[src/rtl/pc_sequencer.sv]
// rtl/pc_sequencer.sv - program counter and next-PC sequencer for the fetch path
// Optional branch delay slot: define PC_SEQ_DELAY_SLOT_EN.
module pc_sequencer #(
  parameter int                    ADDR_WIDTH = 32,
  parameter logic [ADDR_WIDTH-1:0] RESET_PC   = '0,
  parameter int                    CNT_WIDTH  = 16
) (
  input  logic                  clk,
  input  logic                  reset,
  input  logic                  stall,
  input  logic                  jump,
  input  logic                  jump_reg,
  input  logic                  branch,
  input  logic                  branch_cond,
  input  logic [25:0]           jump_index,
  input  logic [15:0]           branch_offset,
  input  logic [ADDR_WIDTH-1:0] reg_target,
  output logic [ADDR_WIDTH-1:0] pc,
  output logic [ADDR_WIDTH-1:0] pc_plus4,
  output logic                  redirect_taken,
  output logic                  fault,
  output logic [CNT_WIDTH-1:0]  redirect_count
);

`ifdef PC_SEQ_DELAY_SLOT_EN
  typedef enum logic [0:0] {RUN, SLOT} state_t;
  logic [ADDR_WIDTH-1:0] slot_target;
`else
  typedef enum logic [0:0] {RUN} state_t;
`endif

  state_t                state;
  logic [27:0]           jump_low;
  logic [ADDR_WIDTH-1:0] jump_target;
  logic [31:0]           branch_off_full;
  logic [ADDR_WIDTH-1:0] branch_target;
  logic [ADDR_WIDTH-1:0] target;
  logic                  misaligned;
  logic                  take_req;
  logic                  active;

  assign pc_plus4 = pc + ADDR_WIDTH'(4);
  assign jump_low = {jump_index, 2'b00};

  // Region bits above 28 come from the sequential PC only when the PC is that wide
  generate
    if (ADDR_WIDTH > 28) begin : g_wide_jump
      assign jump_target = {pc_plus4[ADDR_WIDTH-1:28], jump_low};
    end else begin : g_narrow_jump
      assign jump_target = jump_low[ADDR_WIDTH-1:0];
    end
  endgenerate

  assign branch_off_full = {{14{branch_offset[15]}}, branch_offset, 2'b00};
  assign branch_target   = pc_plus4 + branch_off_full[ADDR_WIDTH-1:0];

  // A misaligned jr outranks every other redirect and turns into a fault instead
  assign misaligned = jump_reg && (reg_target[1:0] != 2'b00);
  assign take_req   = jump_reg || jump || (branch && branch_cond);
  assign target     = jump_reg ? reg_target : (jump ? jump_target : branch_target);

  // Decisions are only made in RUN while neither stalled nor faulted
  assign active         = !stall && !fault && (state == RUN);
  assign redirect_taken = active && take_req && !misaligned;

  // Single sequencer: pc, fault, redirect counter and delay-slot state
  always_ff @(posedge clk) begin
    if (reset) begin
      pc             <= RESET_PC;
      fault          <= 1'b0;
      redirect_count <= '0;
      state          <= RUN;
`ifdef PC_SEQ_DELAY_SLOT_EN
      slot_target    <= '0;
`endif
    end else if (!stall && !fault) begin
      case (state)
        RUN: begin
          if (misaligned) begin
            fault <= 1'b1;
          end else if (take_req) begin
            if (redirect_count != '1) redirect_count <= redirect_count + 1'b1;
`ifdef PC_SEQ_DELAY_SLOT_EN
            pc          <= pc_plus4;
            slot_target <= target;
            state       <= SLOT;
`else
            pc <= target;
`endif
          end else begin
            pc <= pc_plus4;
          end
        end
`ifdef PC_SEQ_DELAY_SLOT_EN
        SLOT: begin
          pc    <= slot_target;
          state <= RUN;
        end
`endif
        default: state <= RUN;
      endcase
    end
  end

endmodule
[config.mk]
export PLATFORM = sky130hd
export DESIGN_NAME = pc_sequencer
export DESIGN_NICKNAME = d
export VERILOG_FILES = /design/src/rtl/pc_sequencer.sv
export SDC_FILE = /design/constraint.sdc
export NUM_CORES = 1
export LEC_CHECK = 0
export CAP_MARGIN = 25
export CORE_MARGIN = 4
export CORE_UTILIZATION = 39
export DETAILED_ROUTE_END_ITERATION = 8
export GPL_ROUTABILITY_DRIVEN = 0
export MAX_ROUTING_LAYER = met4
export PLACE_DENSITY_LB_ADDON = 0.12
export SKIP_CTS_REPAIR_TIMING = 1
export SYNTH_ARGS = -nofsm -noshare
export SYNTH_HDL_FRONTEND = slang
export SYNTH_SLANG_ARGS = --single-unit
export TNS_END_PERCENT = 100
[constraint.sdc]
create_clock -name clk -period 3.4 [get_ports clk]
set_input_delay 0.85 -clock clk [delete_from_list [all_inputs] [get_ports clk]]
set_output_delay 0.85 -clock clk [all_outputs]
set_load 0.01 [all_outputs]
==> results of run 1 <==
critical path, delay by kind of cell, from the launching register on:
family	cells	cell delay, ns
AOI/OAI and AO/OA	2	0.50
xor gates and xnor gates	2	0.35
adders and majority gates	1	0.32
and+or+nand+nor	8	1.90
DFF	1	0.35
cells in the mapped netlist (5+ instances only):
master,number,area (um^2)
dfxtp_1,49,980.9
nand2_1,75,281.5
nor2_1,74,277.8
a211oi_1,6,45.04
o211ai_1,20,150.1
clkbuf_1,27,101.4
nand2b_1,5,31.28
o21bai_1,5,37.54
and3_1,10,62.56
nand3_1,27,135.1
a221oi_1,6,52.55
a21oi_1,49,245.2
o22ai_1,7,43.79
xnor2_1,34,297.8
nand4_1,14,87.58
a22oi_1,7,52.55
o21a_1,8,60.06
nor3_1,17,85.08
xor2_1,31,271.5
ha_1,38,475.5
inv_1,17,63.81
and4_1,7,61.31
a21o_1,14,105.1
and2_1,10,62.56
a31oi_1,6,37.54
o21ai_0,50,250.2
mux2i_1,8,80.08
power groups by stage:
stage / Sequential (mW) / Combinational [mW] / Clock [mW]
2_1_floorplan: 0.660 / 0.433 / 0
3_3_place_gp: 0.637 / 0.932 / 0
3_5_place_dp: 0.638 / 0.944 / 0
4_1_cts: 0.625 / 0.949 / 0.565
5_1_grt: 0.632 / 1.09 / 0.588
6_report: 0.629 / 1.01 / 0.559
worst max-delay path by stage:
stage | from | to | slack, ns | depth (start not counted)
floorplan | pc[9] | pc[27] | -0.05 | 15
global placement | branch_offset[0] | pc[24] | -0.47 | 12
detailed placement | branch_offset[0] | pc[24] | -0.51 | 12
CTS | pc[10] | pc_plus4[31] | -0.21 | 11
global route | pc[8] | pc[27] | -0.24 | 13
finish | pc[8] | pc[27] | -0.13 | 13
state kept, by name, indices dropped and copies added, names as in the netlist:
register	flops
redirect_count	16
pc	32
fault	1
metal layers:
metal | vias up | global-route usage, % | share of wire [%]
met5 | - | - | 0
met4 | 0 | 9.167 | 3.1
met3 | 60 | 5.853 | 8.6
met2 | 291 | 47.27 | 47
met1 | 3092 | 36.22 | 41
li1 | 3149 | - | -
area by class of cell:
type	count	area (um^2)	area share, %
clock inverters	3	28.78	0.3377
clock buffers	5	125.1	1.468
multi-input cells	597	4252	49.89
repair buffers	316	2838	33.30
flip-flops and latches	49	996.0	11.69
inverters	18	67.56	0.7928
well taps	172	215.2	2.525
metrics by stage:
stage	setup WS [ns]	power [mW]	area, um^2	hold WS, ns	util [%]
floorplan	-0.04942	1.093	5136	0.5116	-
detailed placement	-0.5112	1.583	7915	0.4840	62.21
global route	-0.2366	2.309	8522	0.5090	66.98
finish	-0.1268	2.199	8522	0.4980	66.98
CTS	-0.2103	2.139	8069	0.5038	63.42
global placement	-0.4696	1.569	7915	0.4709	62.21
cell families (layout without fill, tap and decap cells):
family | count (synthesis) | in the layout | share of synthesized area [%]
AOI/OAI and AO/OA | 220 | 220 | 28.20
adders and majority gates | 39 | 39 | 9.720
and+or+nand+nor | 263 | 263 | 25.13
muxes | 9 | 9 | 1.792
DFF | 49 | 49 | 19.24
xor gates and xnor gates | 66 | 66 | 11.49
buffers and inverters | 54 | 342 | 4.418
==> summary.md, run 1 <==
| Metric | Value |
|---|---|
| Run status | `finished with violations` |
| Violated checks | `setup timing` |
| Slew Limit Fails | `0` |
| RR Startpoint | `pc[8]` |
| Syn nets | `820` |
| RSZ-0062 raised after global routing | `true` |
| Pin count of the biggest net entering global routing | `38` |
| Worst reg2reg path endpoint | `pc[27]` |
| Setup_tns | `-0.1534 ns` |
| Hold path start | `pc[0]` |
| Seq pwr share | `28.6%` |
| Hold EP | `pc[0]` |
| Post-synth ARST share | `0%` |
| Clk_skew | `0.008065 ns` |
| Core area | `12720 um^2` |
| Initial DRT Pass Iterations | `7` |
| Ys flop type | `dfxtp_1` |
| Logic pwr share | `46.0%` |
| Root Buffer | `clkbuf_16` |
| Skew-Pair Late Insertion Delay | `0.31 ns` |
| Crit path cell chain | `and3_4, nand4_4, or3b_4, nor3_4, nand3_2, xnor2_2, ha_1, nand4_1, or4_4, o211ai_1, xnor2_1, a221oi_2, nor2_1` |
| Worst min path class | `reg2reg` |
| I/O Buffers | `162` |
| Fin. Hold Viols | `0` |
| Clk sink count | `49` |
| Internal power | `1.405 mW` |
| Die Span X | `122.3 um` |
| Commonest non-fill, non-tap cells in the layout | `buf_4 (151), clkdlybuf4s50_1 (150), nand2_1 (73)` |
| Register area share after synthesis | `19.24%` |
| Diode count | `0` |
| Initial antenna violation count | `0` |
| Slowest-stage cell, CP | `or4_4` |
| Required time of the critical path | `3.61 ns` |
| Area of the mapped netlist | `5097 um^2` |
| CP max stage delay | `0.56 ns` |
| Slew margin rel. | `64.29%` |
| Gr usage total | `29.02%` |
| Vias | `6592` |
| CP Max Fanout | `3` |
| Cell variety after synth | `68` |
| First-pass GRT wire length | `33710 um` |
| I/O pin count | `163` |
| Num CTS Buffers | `5` |
| Mean Syn Cell Area | `7.282 um^2` |
| Critical Path AT | `3.73 ns` |
| Final Cycle Share | `103.7%` |
| Die area | `14960 um^2` |
| Grt ovf | `0` |
| Area growth from synthesis to layout | `67.18%` |
| Switch Pwr | `794.5 uW` |
| Worst setup EP type | `flip-flop` |
| Placed cells | `1142` |
| Die height | `122.3 um` |
| CTS tree | `yes` |
| Hold Path Depth | `1` |
| DRC Markers | `0` |
| Final layout net count | `1107` |
| Final ANT Viol Nets | `0` |
| Dpl hpwl | `16780 um` |
| Worst-path clk slew | `0.08 ns` |
| Synthesis Warnings | `0` |
| Syn Inst Count | `700` |
| Worst reg2reg path depth | `13` |
| Wirelength per Cell | `18.90 um` |
| FILL cells | `1091` |
| Site Rows | `41` |
| Startpoint types | `flip-flop` |
| Commonest non-fill, non-tap cell in the layout | `buf_4` |
| PnR worst setup slack | `-0.1268 ns` |
| WL final | `21930 um` |
| Peak supply drop | `0.2262 mV` |
| Final setup viols | `2` |
| Lkg Pwr | `3.792 nW` |
| Power per Cell Area | `258.1 nW/um^2` |
| Layout Cells excl Fill | `1160` |
| Clock network power share | `25.4%` |
| Crit Path Category | `reg2reg` |
| Max Fclk | `283.5 MHz` |
| Minimum clock period | `3.527 ns` |
| H-tree depth | `2` |
| Layout cell share with drive strength beyond 1 | `24.39%` |
| Deepest clock path buffer count | `2` |
| Vias per cell | `5.683` |
| Flop2flop setup slack | `-0.13 ns` |
| Max_cap viols | `0` |
| Initial core utilization | `40.07%` |
| Seq cells post-synth | `49` |
| Vias in the first global route | `6613` |
| Worst-Margin Slew | `0.5336 ns` |
| Post-synth EDFFs | `0` |
| Initial DRC Count | `554` |
| Net Sw Frac | `36.13%` |
(Power assumes the default switching activity.)
==> run 2, diff against run 1 <==
--- a/config.mk
+++ b/config.mk
@@ -7,9 +7,11 @@
 export LEC_CHECK = 0
 export CAP_MARGIN = 25
 export CORE_MARGIN = 4
-export CORE_UTILIZATION = 39
+export CORE_UTILIZATION = 43
+export CTS_CLUSTER_DIAMETER = 30
 export DETAILED_ROUTE_END_ITERATION = 8
 export GPL_ROUTABILITY_DRIVEN = 0
+export HOLD_SLACK_MARGIN = 0.15
 export MAX_ROUTING_LAYER = met4
 export PLACE_DENSITY_LB_ADDON = 0.12
 export SKIP_CTS_REPAIR_TIMING = 1
==> summary.md, run 2 (synthesized netlist as in run 1, its figures left out) <==
| Metric | Value |
|---|---|
| Worst-path clk slew | `0.08 ns` |
| Slew Limit Fails | `0` |
| Layout cell share with drive strength beyond 1 | `25.96%` |
| Worst-Margin Slew | `0.6377 ns` |
| Area growth from synthesis to layout | `68.34%` |
| Worst reg2reg path endpoint | `pc[21]` |
| Critical Path AT | `3.75 ns` |
| I/O Buffers | `162` |
| Crit Path Category | `reg2reg` |
| Final ANT Viol Nets | `0` |
| Dpl ws | `-0.5173 ns` |
| Skew-Pair Late Insertion Delay | `0.30 ns` |
| DP Area | `7864 um^2` |
| Clk sink count | `49` |
| Switch Pwr | `819.2 uW` |
| Site Rows | `39` |
| Minimum clock period | `3.522 ns` |
| Gr usage total | `31.78%` |
| Max_cap viols | `0` |
| Startpoint types | `flip-flop` |
| Max reg flops | `32` |
| Diode count | `0` |
| Worst setup EP type | `flip-flop` |
| Final layout net count | `1109` |
| FILL cells | `868` |
| Core area | `11520 um^2` |
| Peak supply drop | `0.2128 mV` |
| Top cell by count, worst path | `buf_4` |
| Setup_tns | `-0.2848 ns` |
| Most flops, register | `pc` |
| Initial antenna violation count | `0` |
| Total power | `2.229 mW` |
| Grt ovf | `0` |
| Initial DRC Count | `673` |
| Internal power | `1.410 mW` |
| Deepest clock path buffer count | `2` |
| CP max stage delay | `0.45 ns` |
| PnR worst setup slack | `-0.1225 ns` |
| Violated checks | `setup timing` |
| Lkg Pwr | `3.799 nW` |
| Logic pwr share | `46.9%` |
| Initial DRT Pass Iterations | `7` |
| Vias | `6814` |
| Final setup viols | `4` |
| Final Cycle Share | `103.6%` |
| Root Buffer | `clkbuf_16` |
| Hold EP | `pc[1]` |
| Flop2flop setup slack | `-0.12 ns` |
| DRC Markers | `0` |
| Initial core utilization | `44.26%` |
| Slowest-stage cell, CP | `or3b_4` |
| Crit path max-delay family | `simple AND/OR/NAND/NOR gates` |
| Wirelength per Cell | `20.00 um` |
| RSZ-0062 raised after global routing | `true` |
| Commonest non-fill, non-tap cell in the layout | `clkdlybuf4s50_1` |
| Die height | `116.9 um` |
| Power per Cell Area | `259.8 nW/um^2` |
| Commonest non-fill, non-tap cells in the layout | `clkdlybuf4s50_1 (151), buf_4 (149), nand2_1 (70)` |
| Num CTS Buffers | `5` |
| Worst min path class | `reg2reg` |
| Run status | `finished with violations` |
| Max Fclk | `283.9 MHz` |
| RR Startpoint | `pc[8]` |
| Worst reg2reg path depth | `16` |
| Vias per cell | `6.014` |
| Pin count of the biggest net entering global routing | `38` |
| H-tree depth | `2` |
| Fin. Hold Viols | `0` |
| Layout Cells excl Fill | `1133` |
| Die Span X | `116.9 um` |
| Net Sw Frac | `36.75%` |
| Clk_skew | `0.01019 ns` |
| Seq pwr share | `28.2%` |
| CTS tree | `yes` |
| WL final | `22660 um` |
| Post-route design area | `8581 um^2` |
| First-pass GRT wire length | `33200 um` |
| Biggest regs | `pc: 32 flops, redirect_count: 16 flops, fault: 1 flops` |
| CP Max Fanout | `5` |
| Buf+Inv Stages, Crit Path | `3` |
| Dpl hpwl | `16880 um` |
| Slew margin rel. | `57.49%` |
| Die area | `13660 um^2` |
| Hold path start | `pc[1]` |
| Placed cells | `1111` |
| Crit path cell chain | `and3_4, nand4_4, or3b_4, buf_6, nor2_4, xor2_4, ha_4, nand4_1, buf_4, nor2_1, o211ai_1, buf_4, a21boi_1, nor3_1, o311ai_1, a22o_1` |
| Clock network power share | `24.9%` |
| Vias in the first global route | `6650` |
| Required time of the critical path | `3.63 ns` |
| I/O pin count | `163` |
| Hold Path Depth | `1` |
## run 2: how the worst max path moves through the flow
| stage | startpoint | cells past startpoint | endpoint |
|---|---|---|---|
| 2_1_floorplan | pc[9] | 15 | pc[27] |
| 5_1_grt | pc[8] | 15 | pc[27] |
| 4_1_cts | pc[10] | 8 | pc_plus4[30] |
| 3_5_place_dp | branch_offset[0] | 12 | pc[24] |
| 6_report | pc[8] | 16 | pc[21] |
| 3_3_place_gp | branch_offset[0] | 12 | pc[24] |
## run 2: per-stage QoR
stage                     hold WS (ns)  utilization (%)
after detailed placement        0.4830            68.29
after CTS                       0.5014            69.60
after global placement          0.4733            68.29
final                           0.4948            74.51
after floorplan                 0.5116                -
after global routing            0.5197            74.51
## run 2: area by class of cell
class | count | area, um^2 | share of cell area, %
inverter | 18 | 67.56 | 0.7874
tap | 143 | 178.9 | 2.085
sequential | 49 | 994.7 | 11.59
clock inverter | 3 | 26.28 | 0.3062
clock buffer | 5 | 125.1 | 1.458
timing repair buffer | 318 | 2856 | 33.29
multi-input combinational | 597 | 4332 | 50.48
## run 2: worst register-to-register path, stage by stage, from the launching register on
cell,delay [ns]
dfxtp_4,0.34
and3_4,0.20
nand4_4,0.08
or3b_4,0.46
buf_6,0.16
nor2_4,0.19
xor2_4,0.12
ha_4,0.31
nand4_1,0.20
buf_4,0.20
nor2_1,0.11
o211ai_1,0.09
buf_4,0.16
a21boi_1,0.18
nor3_1,0.07
o311ai_1,0.35
a22o_1,0.24
## run 2: power by group through the flow
stage	clock network (mW)	registers (mW)	logic (mW)
after global routing	0.579	0.632	1.11
final	0.554	0.629	1.05
after detailed placement	0	0.638	0.943
after floorplan	0	0.660	0.433
after CTS	0.554	0.625	0.950
after global placement	0	0.637	0.926
## run 2: metal layers
metal  track usage, %  up-vias  share of wire (%)
met5                -        -                  0
met4            11.77        0                3.6
met3            5.861       78                 10
met2            52.33      415                 48
met1            38.80     3179                 38
li1                 -     3142                  -
==> run 3, diff against run 2 <==
--- a/config.mk
+++ b/config.mk
@@ -5,7 +5,6 @@
 export SDC_FILE = /design/constraint.sdc
 export NUM_CORES = 1
 export LEC_CHECK = 0
-export CAP_MARGIN = 25
 export CORE_MARGIN = 4
 export CORE_UTILIZATION = 43
 export CTS_CLUSTER_DIAMETER = 30
==> results of run 3 <==
The final DEF is identical to that of run 2; final timing and power are the same.
